`src/rtl/cpu_axi_bridge_pkg.sv`:
```
// Shared definitions for the CPU-to-AXI bridge.
// Holds the fixed AXI field values driven by the top shell, the default
// read IDs for the two CPU ports, and the state encodings of both FSMs.
package cpu_axi_bridge_pkg;

    // Fixed AXI3 fields: single-beat INCR transfers, normal access.
    localparam logic [3:0] AXI_LEN        = 4'd0;
    localparam logic [1:0] AXI_BURST_INCR = 2'b01;
    localparam logic [1:0] AXI_LOCK       = 2'b00;
    localparam logic [3:0] AXI_CACHE      = 4'b0000;
    localparam logic [2:0] AXI_PROT       = 3'b000;
    localparam logic [3:0] AXI_WID        = 4'd1;
    localparam logic       AXI_WLAST      = 1'b1;

    // Default ARID/RID tags for the two request sources.
    localparam logic [3:0] INST_ID_DEFAULT = 4'd0;
    localparam logic [3:0] DATA_ID_DEFAULT = 4'd1;

    // Instruction fetches are always full words.
    localparam logic [2:0] SIZE_WORD = 3'd2;

    typedef enum logic [1:0] {
        R_IDLE = 2'd0,
        R_AR   = 2'd1,
        R_R    = 2'd2
    } r_state_t;

    typedef enum logic [1:0] {
        W_IDLE = 2'd0,
        W_SEND = 2'd1,
        W_RESP = 2'd2
    } w_state_t;

endpackage

```
`src/rtl/cpu_axi_bridge_write_ch.sv`:
```
// Write channel of the CPU-to-AXI bridge (module axi_write_ch).
// Latches one store on start, presents AW and W together, drops each
// valid independently after its own handshake, then waits for B and
// pulses done for one cycle.
// Ports:
//   clk, reset                      clock, async active-high reset
//   start                           store accepted this cycle
//   addr, size, strb, data          store fields captured on start
//   idle                            FSM can accept a new store
//   awaddr/awsize/awvalid/awready   AXI AW channel
//   wdata/wstrb/wvalid/wready       AXI W channel
//   bvalid/bready                   AXI B channel
//   done                            one-cycle pulse after the B handshake
module axi_write_ch
    import cpu_axi_bridge_pkg::*;
(
    input  logic        clk,
    input  logic        reset,
    input  logic        start,
    input  logic [31:0] addr,
    input  logic [1:0]  size,
    input  logic [3:0]  strb,
    input  logic [31:0] data,
    output logic        idle,
    output logic [31:0] awaddr,
    output logic [2:0]  awsize,
    output logic        awvalid,
    input  logic        awready,
    output logic [31:0] wdata,
    output logic [3:0]  wstrb,
    output logic        wvalid,
    input  logic        wready,
    input  logic        bvalid,
    output logic        bready,
    output logic        done
);

    w_state_t w_state;

    // A channel counts as finished if it already dropped valid or handshakes now.
    logic aw_finished;
    logic w_finished;

    assign aw_finished = ~awvalid | awready;
    assign w_finished  = ~wvalid  | wready;
    assign idle        = (w_state == W_IDLE);

    // NOTE: every register in this block, datapath included, is updated with
    // non-blocking assignments so all of them sample pre-edge values together.
    always_ff @(posedge clk or posedge reset) begin
        if (reset) begin
            w_state <= W_IDLE;
            awaddr  <= '0;
            awsize  <= '0;
            awvalid <= 1'b0;
            wdata   <= '0;
            wstrb   <= '0;
            wvalid  <= 1'b0;
            bready  <= 1'b0;
            done    <= 1'b0;
        end else begin
            done <= 1'b0;
            case (w_state)
                W_IDLE: begin
                    if (start) begin
                        awaddr  <= addr;
                        awsize  <= {1'b0, size};
                        wstrb   <= strb;
                        wdata   <= data;
                        awvalid <= 1'b1;
                        wvalid  <= 1'b1;
                        w_state <= W_SEND;
                    end
                end
                W_SEND: begin
                    if (awvalid && awready) awvalid <= 1'b0;
                    if (wvalid && wready)   wvalid  <= 1'b0;
                    if (aw_finished && w_finished) begin
                        bready  <= 1'b1;
                        w_state <= W_RESP;
                    end
                end
                W_RESP: begin
                    if (bvalid) begin
                        bready  <= 1'b0;
                        done    <= 1'b1;
                        w_state <= W_IDLE;
                    end
                end
                default: w_state <= W_IDLE;
            endcase
        end
    end

endmodule

```
`src/rtl/cpu_axi_bridge.sv`:
```
// CPU-to-AXI bridge: merges the instruction (read-only) and data
// (read/write) SRAM-style ports onto one AXI3-subset master.
// One read in flight on AR/R, one write on AW/W/B, one data-port
// transaction overall; a store and an instruction fetch may overlap.
// Ports:
//   clk, reset                        clock, async active-high reset
//   inst_*                            instruction request/ack port
//   data_*                            data request/ack port
//   arid/araddr/arsize/arvalid/arready, rid/rdata/rvalid/rready   AXI read
//   awaddr/awsize/awvalid/awready, wdata/wstrb/wvalid/wready,
//   bvalid/bready                     AXI write
module cpu_axi_bridge
    import cpu_axi_bridge_pkg::*;
#(
    parameter logic [3:0] INST_ID = INST_ID_DEFAULT,
    parameter logic [3:0] DATA_ID = DATA_ID_DEFAULT
)
(
    input  logic        clk,
    input  logic        reset,
    input  logic        inst_req,
    input  logic [31:0] inst_addr,
    output logic        inst_addr_ok,
    output logic        inst_data_ok,
    output logic [31:0] inst_rdata,
    input  logic        data_req,
    input  logic        data_wr,
    input  logic [1:0]  data_size,
    input  logic [3:0]  data_wstrb,
    input  logic [31:0] data_addr,
    input  logic [31:0] data_wdata,
    output logic        data_addr_ok,
    output logic        data_data_ok,
    output logic [31:0] data_rdata,
    output logic [3:0]  arid,
    output logic [31:0] araddr,
    output logic [2:0]  arsize,
    output logic        arvalid,
    input  logic        arready,
    input  logic [3:0]  rid,
    input  logic [31:0] rdata,
    input  logic        rvalid,
    output logic        rready,
    output logic [31:0] awaddr,
    output logic [2:0]  awsize,
    output logic        awvalid,
    input  logic        awready,
    output logic [31:0] wdata,
    output logic [3:0]  wstrb,
    output logic        wvalid,
    input  logic        wready,
    input  logic        bvalid,
    output logic        bready
);

    r_state_t r_state;
    logic     data_busy;
    logic     rd_data_ok;
    logic     wr_data_ok;
    logic     w_idle;
    logic     data_rd_win;
    logic     data_wr_win;
    logic     data_accept;

    // Data reads outrank instruction fetches; nothing new on the data port
    // while an earlier data access is still unanswered.
    assign data_rd_win  = ~data_busy & data_req & ~data_wr & (r_state == R_IDLE);
    assign data_wr_win  = ~data_busy & data_req &  data_wr & w_idle;
    assign data_addr_ok = ~reset & (data_rd_win | data_wr_win);
    assign inst_addr_ok = ~reset & (r_state == R_IDLE) & ~data_rd_win;
    assign data_accept  = data_req & data_addr_ok;

    // Only one data transaction can be outstanding, so the two sources never collide.
    assign data_data_ok = rd_data_ok | wr_data_ok;

    always_ff @(posedge clk or posedge reset) begin
        if (reset)             data_busy <= 1'b0;
        else if (data_accept)  data_busy <= 1'b1;
        else if (data_data_ok) data_busy <= 1'b0;
    end

    always_ff @(posedge clk or posedge reset) begin
        if (reset) begin
            r_state      <= R_IDLE;
            arid         <= '0;
            araddr       <= '0;
            arsize       <= '0;
            arvalid      <= 1'b0;
            rready       <= 1'b0;
            inst_rdata   <= '0;
            data_rdata   <= '0;
            inst_data_ok <= 1'b0;
            rd_data_ok   <= 1'b0;
        end else begin
            inst_data_ok <= 1'b0;
            rd_data_ok   <= 1'b0;
            case (r_state)
                R_IDLE: begin
                    if (data_rd_win) begin
                        arid    <= DATA_ID;
                        araddr  <= data_addr;
                        arsize  <= {1'b0, data_size};
                        arvalid <= 1'b1;
                        r_state <= R_AR;
                    end else if (inst_req) begin
                        arid    <= INST_ID;
                        araddr  <= inst_addr;
                        arsize  <= SIZE_WORD;
                        arvalid <= 1'b1;
                        r_state <= R_AR;
                    end
                end
                R_AR: begin
                    if (arready) begin
                        arvalid <= 1'b0;
                        rready  <= 1'b1;
                        r_state <= R_R;
                    end
                end
                R_R: begin
                    if (rvalid) begin
                        rready  <= 1'b0;
                        r_state <= R_IDLE;
                        // An unknown rid is dropped without an acknowledge.
                        if (rid == INST_ID) begin
                            inst_rdata   <= rdata;
                            inst_data_ok <= 1'b1;
                        end else if (rid == DATA_ID) begin
                            data_rdata <= rdata;
                            rd_data_ok <= 1'b1;
                        end
                    end
                end
                default: r_state <= R_IDLE;
            endcase
        end
    end

    axi_write_ch u_write_ch (
        .clk     (clk),
        .reset   (reset),
        .start   (data_wr_win & data_req & ~reset),
        .addr    (data_addr),
        .size    (data_size),
        .strb    (data_wstrb),
        .data    (data_wdata),
        .idle    (w_idle),
        .awaddr  (awaddr),
        .awsize  (awsize),
        .awvalid (awvalid),
        .awready (awready),
        .wdata   (wdata),
        .wstrb   (wstrb),
        .wvalid  (wvalid),
        .wready  (wready),
        .bvalid  (bvalid),
        .bready  (bready),
        .done    (wr_data_ok)
    );

endmodule

```
`config.mk`:
```
export PLATFORM = sky130hd
export DESIGN_NAME = cpu_axi_bridge
export DESIGN_NICKNAME = d
export VERILOG_FILES = /design/src/rtl/cpu_axi_bridge_pkg.sv /design/src/rtl/cpu_axi_bridge_write_ch.sv /design/src/rtl/cpu_axi_bridge.sv
export SDC_FILE = /design/constraint.sdc
export NUM_CORES = 1
export LEC_CHECK = 0
export ABC_AREA = 1
export CORE_MARGIN = 4
export CORE_UTILIZATION = 40
export CTS_BUF_LIST = sky130_fd_sc_hd__clkbuf_2
export CTS_CLUSTER_SIZE = 10
export DETAILED_ROUTE_END_ITERATION = 12
export PLACE_DENSITY = 0.81
export SLEW_MARGIN = 10
export SYNTH_ARGS = -nofsm -noshare
export SYNTH_HDL_FRONTEND = slang
export SYNTH_HIERARCHICAL = 1
export SYNTH_SLANG_ARGS = --single-unit
export TNS_END_PERCENT = 5
```
`constraint.sdc`:
```
create_clock -name clk -period 3.96 [get_ports clk]
set_input_delay 0.594 -clock clk [delete_from_list [all_inputs] [get_ports clk]]
set_output_delay 0.594 -clock clk [all_outputs]
set_load 0.01 [all_outputs]
```
==> impl_metrics.toml <==
[status]
status = "complete, no violations"

[grt]
grt_max_degree = 80
grtUsageMet2 = 0.384
top_usage_layer = "met2"
use_met1 = 0.290
grt_antenna_before_repair = 1
grt_usage = 0.233
met3_usage = 0.0889
grt_pass1_vias = 7212
grt_pass1_wl_um = 40000
grt_overflow = 0

[logic_synthesis]
yosysSeqAreaShare = 0.584
ys.flop_type = "dfrtp_1"
synth_seq_cells = 182
synth_area_per_cell_um2 = 8.49
yosys_warnings = 6
syn_area_um2 = 7790
synthSimpleGateAreaFrac = 0.332
synth_enable_flop_cells = 0
synthCells = 918
yosys-mux-area-fraction = 0
synthArstFlopShare = 1.00
synthDistinctLibCells = 24
synth-compound-area-share = 0.0238
synth-xor-area-share = 0
synth_top_family_by_area = "simple AND/OR/NAND/NOR gates"
synth_fa_ha_area_frac = 0

[sta]
period_share = 0.848
clock_skew_ps = 37.6
period_minus_slack_ps = 3360
rsz0062_at_grt = "false"
tns_ps = 0
slew_violations = 0
hold_viol = 0
max_freq_mhz = 298
worst_slew_pin_slew_ps = 992
finalSetupViolCount = 0
relSlewSlack = 0.339

[placed_design]
hpwl_um = 19000
gp_congestion = 0.855
dpl_cell_area_um2 = 11100
port_buffers = 325

[critical_path]
slowest_stage = "clkdlybuf4s50_1"
arrival_ps = 2770
reg2reg_depth = 7
crit_end = "data_addr_ok"
path_depth = 5
cp_slowest_stage_delay_ps = 630
path_class = "reg2out"
timing.critical_path.buf_inv = 2
worstReg2RegStart = "r_state[1]"
cp.required_ps = 3370
reg2reg_to = "araddr[29]"
setup.worst_path.start_class = "flop"
startpoint = "r_state[1]"
endpoint_kind = "output port"
critPathTopFamily = "buffers and inverters"
worstPathMaxFanout = 35
timing.critical_path.cells = "nor2_4, buf_4, nand3_2, o21ai_0, clkdlybuf4s50_1"
r2r_slack_ps = 1510

[clocking]
postCtsHoldBufs = 0
cts_buffers = 17
clk-insertion-delay-late_ps = 740
cts-resized-gates = 0
cts_root_buf = "clkbuf_2"
clk_pin_slew_ps = 300
cts_tree = "done"
clock_path_buffers = 2
cts.htree.levels = 4
clkSinkCount = 182
postCtsSetupRepairBufs = 0

[layout]
drive_above_1_share = 0.0497
synthToLayoutAreaGrowth_pct = 46.0
nets = 1362
fin_area_um2 = 11400
final_core_util = 0.600

[power_and_ir_drop]
irDropWorstVdd_mv = 0.274
total_leakage_power_nw = 5.70
total_power_mw = 7.33
powerDensity_nw_per_um2 = 644

[die]
fp.dieW_um = 148
rows = 50
die_height_um = 148
dieArea_um2 = 21800
core_area_um2 = 19000
ios = 331
start_util = 0.411

[drt]
drtAntennaViolNets = 0
wl_um = 25900
wl_per_cell_um = 17.4
vias_per_cell = 4.96
drt-pass1-iter-count = 7
vias = 7377
drt_iter0_drc = 552
drc = 0

[hold_path]
hold_path.class = "in2reg"
min_from = "data_wstrb[0]"

[job]
cap_violations = 0
## metrics by stage
step	instances	hold WS (ps)	setup slack (ps)
detailed placement	1455	457	875
CTS	1487	265	568
global placement	1455	452	910
global route	1488	222	441
finish	1488	350	601
floorplan	921	506	576
## cell usage after synthesis, types with 3 or more instances
cell type,n,area [um2]
nand2_1,449,1690
dfrtp_1,182,4550
nand3_1,111,556
nand4_1,34,213
o21ai_0,34,170
buf_2,28,140
inv_1,19,71.3
clkbuf_1,17,63.8
buf_4,10,75.1
buf_6,8,90.1
nor2_1,6,22.5
nand2_2,3,18.8
nor2_4,3,33.8
## layout make-up
class,instances,area (um2)
Tap cell,260,325
Clock buffer,17,85.1
Clock inverter,15,163
Fill cell,1668,7580
Multi-Input combinational cell,653,2790
Inverter,22,92.6
Timing Repair Buffer,338,3360
Sequential cell,182,4550
Antenna cell,1,2.50
## placed cells by master, fill, tap and decap left out
| master | Yosys | final |
|---|---|---|
| bufinv_16 | 0 | 1 |
| clkinvlp_4 | 0 | 2 |
| buf_4 | 10 | 12 |
| clkbuf_2 | 0 | 17 |
| nand3_4 | 1 | 1 |
| inv_8 | 0 | 2 |
| o211ai_1 | 2 | 2 |
| conb_1 | 2 | 5 |
| nor2_2 | 2 | 2 |
| nor2_1 | 6 | 6 |
| clkinv_2 | 0 | 2 |
| clkinv_8 | 0 | 2 |
| nand2_2 | 3 | 3 |
| or2_2 | 1 | 1 |
| nand3_2 | 1 | 1 |
| inv_1 | 19 | 16 |
| inv_6 | 0 | 4 |
| diode_2 | 0 | 1 |
| dfrtp_1 | 182 | 182 |
| nor2_4 | 3 | 3 |
| clkdlybuf4s50_1 | 0 | 325 |
| inv_2 | 1 | 2 |
| nand2_1 | 449 | 449 |
| o21ai_0 | 34 | 34 |
| clkinv_1 | 1 | 2 |
| nand4_1 | 34 | 34 |
| buf_12 | 0 | 1 |
| clkinv_4 | 1 | 4 |
| nand3_1 | 111 | 111 |
| nand2_4 | 1 | 1 |
## metal layers
layer	share of wire	routed length, um
met1	0.39	10200
met2	0.48	12300
met3	0.11	2800
met4	0.020	509
met5	0	0
## how the worst min path moves through the flow
stage	slack, ps	endpoint	cells after the start
after CTS	260	u_write_ch/wstrb[0]	3
after global placement	450	u_write_ch/wdata[14]	2
final	350	u_write_ch/wstrb[0]	3
after global routing	220	inst_rdata[20]	3
after detailed placement	460	u_write_ch/awaddr[29]	2
after floorplan	510	u_write_ch/awaddr[0]	2
## worst register-to-register path: stages (launching register included)
cell and delay (ps):
dfrtp_1 520, nor2_4 40, buf_4 240, nand3_2 150, buf_4 560, nand2_2 540
nand2_1 220, nand2_1 80
## registers in the layout, summed over array words and instances, names as in the netlist, 2 cells and up
register / count
inst_rdata: 32
u_write_ch/w_state: 2
u_write_ch/wstrb: 4
u_write_ch/awsize: 2
data_rdata: 32
r_state: 2
araddr: 32
arsize: 2
u_write_ch/awaddr: 32
u_write_ch/wdata: 32
## cell families after synthesis
family	after synthesis
flip-flops	182
other	2
AND/OR/NAND/NOR	612
AO/OA/AOI/OAI	36
buffers and inverters	86
## where the power goes
group / switching, mW / total [mW] / internal [mW]
logic: 1.64 / 3.36 / 1.71
registers: 0.425 / 3.00 / 2.57
clock network: 0.718 / 0.974 / 0.256
(Power assumes the default switching activity.)
